$ cat src/rtl/instr_fetch_pkg.sv
// Shared RV32 fetch constants: reset PC, instruction size and PC word/alignment helpers.
package instr_fetch_pkg;

  localparam logic [31:0] RV32_RESET_PC    = 32'h0000_0000;
  localparam int unsigned RV32_INSTR_BYTES = 4;
  localparam logic [31:0] RV32_NOP         = 32'h0000_0013;
  localparam int unsigned PC_WORD_SHIFT    = 2;
  localparam int unsigned PC_ALIGN_MASK    = 3;

  function automatic logic [31:0] rv32_nop();
    return RV32_NOP;
  endfunction

endpackage

$ cat src/rtl/fetch_fifo.sv
// Fetch queue: synchronous FIFO with flush, occupancy count and a head read straight from storage.
module fetch_fifo #(
  parameter int unsigned WIDTH = 32,
  parameter int unsigned DEPTH = 2
) (
  input  logic                       clk,
  input  logic                       rst,
  input  logic                       push,
  input  logic [2*WIDTH-1:0]         push_data,
  input  logic                       pop,
  input  logic                       flush,
  output logic [$clog2(DEPTH):0]     count,
  output logic                       head_valid,
  output logic [2*WIDTH-1:0]         head_data
);

  localparam int unsigned AW = $clog2(DEPTH);
  localparam int unsigned CW = AW + 1;

  logic [2*WIDTH-1:0] mem_q [DEPTH];
  logic [AW-1:0]      rd_ptr_q;
  logic [AW-1:0]      wr_ptr_q;
  logic [CW-1:0]      count_q;
  logic               pop_eff;

  assign pop_eff    = pop & (count_q != '0);
  assign count      = count_q;
  assign head_valid = (count_q != '0);
  assign head_data  = mem_q[rd_ptr_q];

  always_ff @(posedge clk or posedge rst) begin
    if (rst) begin
      rd_ptr_q <= '0;
      wr_ptr_q <= '0;
      count_q  <= '0;
      for (int unsigned i = 0; i < DEPTH; i++) begin
        mem_q[i] <= '0;
      end
    end else if (flush) begin
      rd_ptr_q <= '0;
      wr_ptr_q <= '0;
      count_q  <= '0;
    end else begin
      if (push) begin
        mem_q[wr_ptr_q] <= push_data;
        wr_ptr_q        <= wr_ptr_q + 1'b1;
      end
      if (pop_eff) begin
        rd_ptr_q <= rd_ptr_q + 1'b1;
      end
      count_q <= count_q + CW'(push) - CW'(pop_eff);
    end
  end

  // The fetch credit rule must make this unreachable.
  no_overflow: assert property (@(posedge clk) disable iff (rst)
    !(push && !flush && !pop_eff && (count_q == CW'(DEPTH))));

endmodule

$ cat src/rtl/instr_fetch.sv
// RV32 instruction fetch: PC, credit-based issue to a 1-cycle RAM, and a queue towards decode.
// Optional FETCH_PERF_EN adds fetch_cnt_o / stall_cnt_o performance counters.
module instr_fetch
  import instr_fetch_pkg::*;
#(
  parameter int unsigned      WIDTH    = 32,
  parameter logic [WIDTH-1:0] RESET_PC = WIDTH'(RV32_RESET_PC),
  parameter int unsigned      DEPTH    = 2
) (
  input  logic             clk_i,
  input  logic             rst_i,
  output logic [WIDTH-1:0] instr_addr_o,
  input  logic [WIDTH-1:0] instr_data_i,
  input  logic             redirect_i,
  input  logic [WIDTH-1:0] redirect_pc_i,
  output logic             instr_valid_o,
  output logic [WIDTH-1:0] instr_o,
  output logic [WIDTH-1:0] instr_pc_o,
  input  logic             instr_ready_i
`ifdef FETCH_PERF_EN
  ,
  output logic [WIDTH-1:0] fetch_cnt_o,
  output logic [WIDTH-1:0] stall_cnt_o
`endif
);

  localparam int unsigned      CW       = $clog2(DEPTH) + 1;
  localparam logic [CW:0]      DEPTH_C  = (CW + 1)'(DEPTH);
  localparam logic [WIDTH-1:0] ALIGN    = ~WIDTH'(PC_ALIGN_MASK);
  localparam logic [WIDTH-1:0] PC_STEP  = WIDTH'(RV32_INSTR_BYTES);

  logic [WIDTH-1:0]   pc_q;
  logic [WIDTH-1:0]   inflight_pc_q;
  logic               inflight_q;
  logic [CW-1:0]      count;
  logic               pop;
  logic               push;
  logic               issue;
  logic [CW:0]        pending;
  logic [2*WIDTH-1:0] head_data;

  assign instr_addr_o = pc_q >> PC_WORD_SHIFT;
  assign pop          = instr_valid_o & instr_ready_i;
  assign push         = inflight_q & ~redirect_i;

  // Entries held plus the word still in the RAM pipe must leave room after this cycle's pop.
  always_comb begin
    pending = {1'b0, count} + (CW + 1)'(inflight_q) - (CW + 1)'(pop);
    issue   = ~redirect_i & (pending < DEPTH_C);
  end

  always_ff @(posedge clk_i or posedge rst_i) begin
    if (rst_i) begin
      pc_q          <= RESET_PC & ALIGN;
      inflight_q    <= 1'b0;
      inflight_pc_q <= '0;
    end else if (redirect_i) begin
      pc_q       <= redirect_pc_i & ALIGN;
      inflight_q <= 1'b0;
    end else if (issue) begin
      pc_q          <= pc_q + PC_STEP;
      inflight_q    <= 1'b1;
      inflight_pc_q <= pc_q;
    end else begin
      inflight_q <= 1'b0;
    end
  end

  fetch_fifo #(
    .WIDTH (WIDTH),
    .DEPTH (DEPTH)
  ) u_fifo (
    .clk        (clk_i),
    .rst        (rst_i),
    .push       (push),
    .push_data  ({instr_data_i, inflight_pc_q}),
    .pop        (pop),
    .flush      (redirect_i),
    .count      (count),
    .head_valid (instr_valid_o),
    .head_data  (head_data)
  );

  assign instr_o    = head_data[2*WIDTH-1:WIDTH];
  assign instr_pc_o = head_data[WIDTH-1:0];

`ifdef FETCH_PERF_EN
  always_ff @(posedge clk_i or posedge rst_i) begin
    if (rst_i) begin
      fetch_cnt_o <= '0;
      stall_cnt_o <= '0;
    end else begin
      fetch_cnt_o <= fetch_cnt_o + WIDTH'(pop & ~redirect_i);
      stall_cnt_o <= stall_cnt_o + WIDTH'(~instr_valid_o & ~redirect_i);
    end
  end
`endif

endmodule

$ cat config.mk
export PLATFORM = sky130hd
export DESIGN_NAME = instr_fetch
export DESIGN_NICKNAME = d
export VERILOG_FILES = /design/src/rtl/instr_fetch_pkg.sv /design/src/rtl/fetch_fifo.sv /design/src/rtl/instr_fetch.sv
export SDC_FILE = /design/constraint.sdc
export NUM_CORES = 1
export LEC_CHECK = 0
export CAP_MARGIN = 15
export CORE_MARGIN = 1.5
export CORE_UTILIZATION = 30
export DETAILED_ROUTE_END_ITERATION = 16
export PLACE_DENSITY = 0.55
export SLEW_MARGIN = 15
export SYNTH_ARGS = -nofsm -noshare
export SYNTH_HDL_FRONTEND = slang
export SYNTH_HIERARCHICAL = 1
export SYNTH_SLANG_ARGS = --single-unit
$ cat constraint.sdc
create_clock -name clk_i -period 3.9 [get_ports clk_i]
set_clock_uncertainty 0.2 [all_clocks]
set_input_delay 0.39 -clock clk_i [delete_from_list [all_inputs] [get_ports clk_i]]
set_output_delay 0.39 -clock clk_i [all_outputs]
set_load 0.05 [all_outputs]
Word-level counts from Yosys, hierarchy flattened
Index checks and enable logic that the tools add are counted.
{"block": "word_totals", "regBits": 197, "elab_cells": 48}
{"block": "op_classes", "n_addsub": 7, "magnitude_cmp": 4, "muxes": 15, "n_bitwise": 7, "reduce_logical": 7}
{"op": "two-way mux 64 bit", "count": 4}
{"op": "bitwise mux 128 bit", "count": 1}
{"op": "demux 64 bit (select 1 bit)", "count": 1}
{"op": "two-way mux 32 bit", "count": 2}
{"op": "adder 32 x 3 -> 32 bit, second input constant", "count": 1}
{"op": "nonzero test 2 bit", "count": 4}
{"op": "two-way mux 1 bit", "count": 6}
{"op": "bitwise AND 1 bit", "count": 4}
{"op": "greater-or-equal comparator 2 bit, second input constant", "count": 2}
{"op": "inverter 1 -> 2 bit", "count": 2}
{"op": "AND reduction 2 bit", "count": 2}
{"op": "adder 2 x 1 -> 3 bit", "count": 1}
{"op": "less-than comparator 3 x 2 -> 1 bit, second input constant", "count": 1}
{"op": "subtractor 3 x 1 -> 3 bit", "count": 1}
{"op": "adder 1 bit, second input constant", "count": 2}
{"op": "adder 2 x 1 -> 2 bit", "count": 1}
{"op": "less-than comparator 2 x 1 -> 1 bit, second input constant", "count": 1}
{"op": "two-way mux 2 bit", "count": 1}
{"op": "subtractor 2 x 1 -> 2 bit", "count": 1}
{"op": "logical AND 1 bit", "count": 1}
{"op": "inverter 1 bit", "count": 1}

Depth between registers and ports, before layout
Gate-level depths: netlist (run 1).
{"block": "logic_depth", "ltp_word": 7, "ltp_mapped": 10, "ltp_nobuf": 9}

Cells and area by module
The synthesis (run 1) kept the hierarchy.
{"module": "fetch_fifo", "n_inst": 1, "cells_per_inst": 362, "area_each_um2": 6148.4, "seq_area_each_um2": 3303.2}
{"module": "instr_fetch", "n_inst": 1, "cells_per_inst": 295, "area_each_um2": 3119.2, "seq_area_each_um2": 1526.5}

Least setup slack after synthesis (run 1)
OpenSTA, ideal clock, no wires.
{"block": "synth_timing", "path_kind": "flip-flop to flip-flop", "start": "register u_fifo.count_q[1] (netlist: u_fifo/count[1])", "end": "register pc_q[23]", "setup_ps": 136, "arrival_time_ps": 3304, "required_ps": 3564, "setup_slack_ps": 259, "stages_incl_launch_ff": 10, "path_buffers": 0, "path_cell_list": "dfrtp_1 -> or2_2 -> and2_1 -> ha_1 -> nor2b_1 -> fa_1 -> nand4b_1 -> nor4_1 -> a21oi_1 -> or3b_2"}
{"block": "synth_via", "elab_chain_len": 6, "word_cells_on_any_way": 7}
{"element": "from (decl)", "line_no": "fetch_fifo.sv:23", "text": "logic [CW-1:0] count_q;"}
{"element": "from (signal assigned)", "line_no": "fetch_fifo.sv:51", "text": "count_q <= count_q + CW'(push) - CW'(pop_eff);"}
{"element": "nonzero test 2 bit", "line_no": "fetch_fifo.sv:28", "text": "assign head_valid = (count_q != '0);"}
{"element": "net instr_valid_o", "line_no": "instr_fetch.sv:16", "text": "output logic instr_valid_o,"}
{"element": "bitwise AND 1 bit", "line_no": "instr_fetch.sv:43", "text": "assign pop = instr_valid_o & instr_ready_i;"}
{"element": "net pop", "line_no": "instr_fetch.sv:36", "text": "logic pop;"}
{"element": "subtractor 3 x 1 -> 3 bit", "line_no": "instr_fetch.sv:48", "text": "pending = {1'b0, count} + (CW + 1)'(inflight_q) - (CW + 1)'(pop);"}
{"element": "less-than comparator 3 x 2 -> 1 bit", "line_no": "instr_fetch.sv:49", "text": "issue = ~redirect_i & (pending < DEPTH_C);"}
{"element": "bitwise AND 1 bit", "line_no": "instr_fetch.sv:49"}
{"element": "nonzero test 2 bit (no line)"}
{"element": "to (signal assigned)", "line_no": "instr_fetch.sv:54", "text": "pc_q <= RESET_PC & ALIGN;"}
{"element": "to (signal assigned)", "line_no": "instr_fetch.sv:58", "text": "pc_q <= redirect_pc_i & ALIGN;"}
{"element": "to (signal assigned)", "line_no": "instr_fetch.sv:61", "text": "pc_q <= pc_q + PC_STEP;"}
{"element": "to (decl)", "line_no": "instr_fetch.sv:32", "text": "logic [WIDTH-1:0] pc_q;"}
The timed path passes the listed nets, and every way through them passes these cells.
A chain may end at the register's enable or synchronous reset.

Final worst setup path (run 1)
{"block": "layout_timing", "start": "register u_fifo.count_q[0] (netlist: u_fifo/count[0])", "end": "register pc_q[20]"}
{"block": "layout_via", "elab_chain_len": 6, "word_cells_on_any_way": 7}
{"element": "nonzero test 2 bit", "line_no": "fetch_fifo.sv:28"}
{"element": "bitwise AND 1 bit", "line_no": "instr_fetch.sv:43"}
{"element": "net pop", "line_no": "instr_fetch.sv:36"}
{"element": "subtractor 3 x 1 -> 3 bit", "line_no": "instr_fetch.sv:48"}
{"element": "less-than comparator 3 x 2 -> 1 bit", "line_no": "instr_fetch.sv:49"}
{"element": "bitwise AND 1 bit", "line_no": "instr_fetch.sv:49"}
{"element": "nonzero test 2 bit (no line)"}
The timed path passes the listed nets, and every way through them passes these cells.

==> qor.yml, run 1 <==
yosys:
  yosysTopAreaCell: "dfrtp_1"
  synth_top_area_share_pct: 52.1
  synth.area.top_cells: "dfrtp_1, mux2_2, mux2_4"
  synth_cell_type_count: 49
  synth_ff_type: "dfrtp_1"
  synth_area_per_cell_sq_um: 14.1
  yosys_warnings: 6
  ys_seq_elements: 193
  async_flop_share_pct: 100
  syn_area_sq_um: 9270
  synth_edf_count: 0
  syn_inst: 657
  ys_seq_area_share_pct: 52.1
outcome:
  outcome: "finished, final reports clean"
detailed_routing:
  drtIter0Drc: 235
  wire_per_inst_um: 17.7
  remaining_drc_errors: 0
  vias: 5808
  ant_nets: 0
  vias_per_cell: 4.73
  totalWireLength_um: 21700
  firstDrtPassIters: 4
setup_path:
  cp-end-kind: "flop"
  crit_type: "reg -> reg"
  critical_path.max_fanout: 9
  timing.critical_path.arrival_ns: 3.81
  worst_setup_path_start_kind: "flop"
  worst-endpoint-required_ns: 4.07
global_route:
  antenna_found_initial: 0
  grt_pass1_vias: 5974
  grtUsageTotal_pct: 14.1
  grt_pass1_wl_um: 34300
  grt_max_degree: 67
  grt.overflow.total: 0
timing:
  setup_violations: 0
  fin_crit_sh_pct: 93.5
  finalHoldViolCount: 0
  fin_crit_ns: 3.65
  final.setup.worst_slack_ns: 0.254
  rsz0062_at_grt: "false"
  worst_slew_pin_slew_ns: 1.04
  slew_violations: 0
  tns_ns: 0
  holdWs_ns: 0.160
  timing.fmax_ghz: 0.274
  relSlewSlack_pct: 30.9
floorplan:
  start_util_pct: 30.4
  num_io_pins: 165
  rows: 64
  die_y_um: 179
  chipWidth_um: 179
  placeableCoreArea_sq_um: 30500
  dieArea_sq_um: 32000
cts:
  cts_resized: 0
  clock_latency_ns: 0.44
  cts_tree: "done"
  numCtsBuffers: 17
  cts-htree-levels: 4
  holdBufCountCts: 0
  path_clk_slew_ns: 0.08
  clockRootBuffer: "clkbuf_16"
  clock_path_buffers: 2
  cts_sinks: 193
  post_cts.repair.setup_buffers: 0
finish:
  nets: 892
  post-route-cell-area_sq_um: 11700
  nFillCells: 2942
  drive_gt1_share_pct: 34.4
  diodes: 0
  area_growth_pct: 26.6
  fin_util_pct: 38.5
  stdcell_count: 1227
power:
  peakVddDrop_v: 0.000316
  power_leakage_nw: 5.08
  total_power_mw: 9.53
  power_density_nw_per_um2: 812
placement:
  pre_cts_slack_ns: 0.182
  portBuffers: 160
  dp.cells: 1196
  dp_hpwl_um: 14300
  place.gp.congestion: 0.756
  placedInstanceArea_sq_um: 11100
flow_run:
  drv_cap: 0
hold_path:
  holdCritPathClass: "in -> reg"
cell usage after synthesis, drive strengths merged (2+ instances only):
cell,count
or4,10
o31ai,8
o211a,3
xnor2,9
nand3b,2
a311o,3
and2,3
or3,4
and2b,2
nor4b,2
nand2,25
a31oi,11
nor2,24
nor4,10
nand4,10
ha,4
nor2b,3
inv,17
clkbuf,12
a21oi,4
nand4b,2
nor3,6
nand3,11
buf,26
dfrtp,193
o21ai,12
a211o,5
mux2,223
final cells by class:
type	count	area (sq um)	share of cell area [%]
Sequential cell	193	4830	41.2
Timing Repair Buffer	176	1750	14.9
Multi-Input combinational cell	414	3990	34.0
Clock buffer	19	453	3.86
Clock inverter	12	145	1.24
Inverter	17	67.6	0.576
Tap cell	396	495	4.22
cell families after synthesis:
family | count (synthesis) | synth area share, %
compound gates | 49 | 3.63
xor+xnor | 10 | 1.09
fa+ha+maj | 5 | 0.756
buf+inv | 55 | 5.21
flops | 193 | 52.1
mux | 224 | 29.8
other cells | 1 | 0.0405
simple gates | 120 | 7.32
path summary, 6_finish.rpt:
check	end	from	slack, ns	depth (start not counted)
worst max-delay path	pc_q[20]	u_fifo/count[0]	0.25	9
worst min-delay path	u_fifo/wr_ptr_q	redirect_i	0.16	4
worst max register to register	pc_q[20]	u_fifo/count[0]	0.25	9
worst min register to register	u_fifo/mem_q[109]	u_fifo/mem_q[109]	0.31	1
max in group asynchronous	pc_q[25]	rst_i	2.60	3
min in group asynchronous	u_fifo/mem_q[27]	rst_i	0.17	2
critical path: stages (launching register included):
cell	delay, ns
dfrtp_1	0.41
or2_2	0.31
and2_1	0.19
ha_1	0.27
nor2b_1	0.14
fa_1	0.47
nand3b_1	0.21
or4_1	0.63
or4_1	0.57
a31oi_1	0.17
layer usage:
metal	up-vias	share of wire, %	global-route usage [%]
met5	-	0	0
met4	0	1.2	4.51
met3	13	5.6	3.54
met2	141	45	21.5
met1	2966	48	19.5
li1	2688	-	-
report_power, final:
part | internal [mW] | switching (mW)
Combinational | 2.03 | 2.36
Clock | 0.942 | 0.855
Sequential | 2.81 | 0.520
layout by cell type, fill, tap and decap left out, types with 3 or more instances in the layout:
master           instances
or4_1                    9
buf_12                   3
nand4_1                  7
clkdlybuf4s50_1        159
ha_1                     4
dfrtp_1                192
nor4_1                   9
conb_1                   6
nand2_1                 25
buf_4                   13
inv_1                   15
o211a_1                  3
o21ai_0                 12
inv_6                    4
nor2_1                  24
a211o_1                  5
o31ai_1                  8
nor2b_1                  3
nand3_1                 11
clkbuf_16               17
a21oi_1                  4
a311o_1                  3
and2_1                   3
nand4_2                  3
or3_1                    4
mux2_2                 158
nor3_1                   5
xnor2_1                  9
mux2_4                  65
a31oi_1                 11
registers in the layout, indices dropped and copies added, names as in the netlist:
name	flops
u_fifo/wr_ptr_q	1
u_fifo/mem_q	128
inflight_pc_q	30
pc_q	30
inflight_q	1
u_fifo/count	2
u_fifo/rd_ptr_q	1
Note: power is estimated with default switching activity, not from simulation.
==> run 2: changes to the inputs <==
--- a/config.mk
+++ b/config.mk
@@ -6,9 +6,11 @@
 export NUM_CORES = 1
 export LEC_CHECK = 0
 export CAP_MARGIN = 15
-export CORE_MARGIN = 1.5
+export CORE_MARGIN = 2
 export CORE_UTILIZATION = 30
 export DETAILED_ROUTE_END_ITERATION = 16
+export HOLD_SLACK_MARGIN = 0.08
+export MAX_ROUTING_LAYER = met4
 export PLACE_DENSITY = 0.55
 export SLEW_MARGIN = 15
 export SYNTH_ARGS = -nofsm -noshare
==> qor.yml, run 2 (synthesized netlist as in run 1, its figures left out) <==
setup_path:
  slowest_delay_ns: 0.62
  cp-end-kind: "flop"
  rr_startpoint: "u_fifo/count[0]"
  critical_path.max_fanout: 9
  cp_cell_sequence: "or2_2, and2_1, ha_1, nor2b_1, fa_1, nand3b_1, or4_1, or4_1, a31oi_1"
  crit_type: "reg -> reg"
  rrSetupSlack_ns: 0.28
  crit_top_cell: "or4_1"
  critPathTopFamily: "simple AND/OR/NAND/NOR gates"
  critPathLaunch: "u_fifo/count[0]"
  worst_setup_path_start_kind: "flop"
  reg2regPathDepth: 9
  worst-endpoint-required_ns: 4.06
  timing.critical_path.arrival_ns: 3.78
  crit_path_top_delay_cell: "or4_1"
  r2r_end: "pc_q[22]"
  crit_buf_inv: 0
placement:
  portBuffers: 160
  place.gp.congestion: 0.798
  dp_hpwl_um: 14600
floorplan:
  rows: 64
  chipWidth_um: 180
  num_io_pins: 165
  placeableCoreArea_sq_um: 30500
  die_y_um: 180
  dieArea_sq_um: 32300
  start_util_pct: 30.4
detailed_routing:
  firstDrtPassIters: 4
  remaining_drc_errors: 0
  ant_nets: 0
  vias_per_cell: 4.74
  drtIter0Drc: 306
  wire_per_inst_um: 17.9
  totalWireLength_um: 22100
  vias: 5836
cts:
  holdBufCountCts: 0
  clockRootBuffer: "clkbuf_16"
  post_cts.repair.setup_buffers: 0
  cts-htree-levels: 4
  cts_tree: "done"
  cts_resized: 0
  path_clk_slew_ns: 0.08
  clock_path_buffers: 2
  cts_sinks: 193
  clock_latency_ns: 0.45
  numCtsBuffers: 17
finish:
  nFillCells: 2894
  nets: 896
  final_common_cell: "dfrtp_1"
  diodes: 0
  largest_reg_flops: 128
  top_regs: "u_fifo/mem_q (128), inflight_pc_q (30), pc_q (30)"
  regMostFlops: "u_fifo/mem_q"
  layout_common_cells: "dfrtp_1, clkdlybuf4s50_1, mux2_2, mux2_4, nand2_1"
  drive_gt1_share_pct: 34.6
  area_growth_pct: 26.5
hold_path:
  holdCritPathClass: "in -> reg"
  hold_path_depth: 2
  holdPathEnd: "u_fifo/wr_ptr_q"
  min_from: "redirect_i"
timing:
  finalHoldViolCount: 0
  fin_crit_ns: 3.62
  timing.fmax_ghz: 0.276
  rsz0062_at_grt: "false"
  tns_ns: 0
  worst_slew_pin_slew_ns: 1.02
  slew_violations: 0
  relSlewSlack_pct: 31.8
  setup_violations: 0
  fin_crit_sh_pct: 92.9
global_route:
  grtUsageTotal_pct: 14.6
  grt.overflow.total: 0
  grt_max_degree: 67
  grt_pass1_wl_um: 36000
  antenna_found_initial: 0
  grt_pass1_vias: 6066
power:
  power_density_nw_per_um2: 809
  total_power_mw: 9.48
  power_leakage_nw: 5.09
  peakVddDrop_v: 0.000369
flow_run:
  drv_cap: 0
outcome:
  outcome: "finished, final reports clean"
==> run 2: layout make-up <==
| class | instances | area [sq um] | area share, % |
|---|---|---|---|
| inverters | 17 | 67.6 | 0.576 |
| multi-input cells | 414 | 3990 | 34.0 |
| clock buffers | 19 | 433 | 3.69 |
| clock inverters | 13 | 134 | 1.14 |
| repair buffers | 180 | 1770 | 15.1 |
| well taps | 396 | 495 | 4.23 |
| flip-flops and latches | 193 | 4830 | 41.2 |
==> run 2: metal layers <==
metal	vias up	share of wire [%]	global-route usage, %
met5	-	0	-
met4	0	1.1	4.10
met3	12	4.5	3.26
met2	158	46	21.6
met1	2960	49	20.1
li1	2706	-	-
==> run 2: report_power, final <==
group / internal [mW] / total, mW / switching [mW]
clock network: 0.859 / 1.75 / 0.887
registers: 2.81 / 3.34 / 0.525
logic: 2.03 / 4.40 / 2.37
total: 5.71 / 9.48 / 3.78
==> run 2: per-stage QoR <==
stage	setup WS, ns	std cells	hold slack [ns]	area [sq um]	utilization (%)
floorplan	0.259	662	0.256	9290	-
detailed placement	0.220	1200	0.287	11200	36.6
finish	0.277	1232	0.110	11700	38.4
global route	0.0631	1232	0.151	11700	38.4
global placement	0.228	1200	0.282	11200	36.6
CTS	0.243	1232	0.0856	11700	38.4
==> run 2: worst reg2reg max path: stages (launching register included) <==
cell	delay [ns]
dfrtp_1	0.41
or2_2	0.32
and2_1	0.19
ha_1	0.27
nor2b_1	0.14
fa_1	0.46
nand3b_1	0.21
or4_1	0.62
or4_1	0.56
a31oi_1	0.17
==> run 2: how the worst max path moves through the flow <==
stage	end	slack, ns	cells past startpoint
floorplan	pc_q[23]	0.26	9
global placement	pc_q[20]	0.23	9
detailed placement	pc_q[20]	0.22	9
CTS	pc_q[20]	0.24	9
global route	pc_q[22]	0.06	9
finish	pc_q[22]	0.28	9
==> run 3: changes to the inputs <==
--- a/config.mk
+++ b/config.mk
@@ -12,6 +12,7 @@
 export HOLD_SLACK_MARGIN = 0.08
 export MAX_ROUTING_LAYER = met4
 export PLACE_DENSITY = 0.55
+export SETUP_SLACK_MARGIN = 0.02
 export SLEW_MARGIN = 15
 export SYNTH_ARGS = -nofsm -noshare
 export SYNTH_HDL_FRONTEND = slang
==> results of run 3 <==
Same layout as run 2: the final DEF is identical, and so are final timing and power.
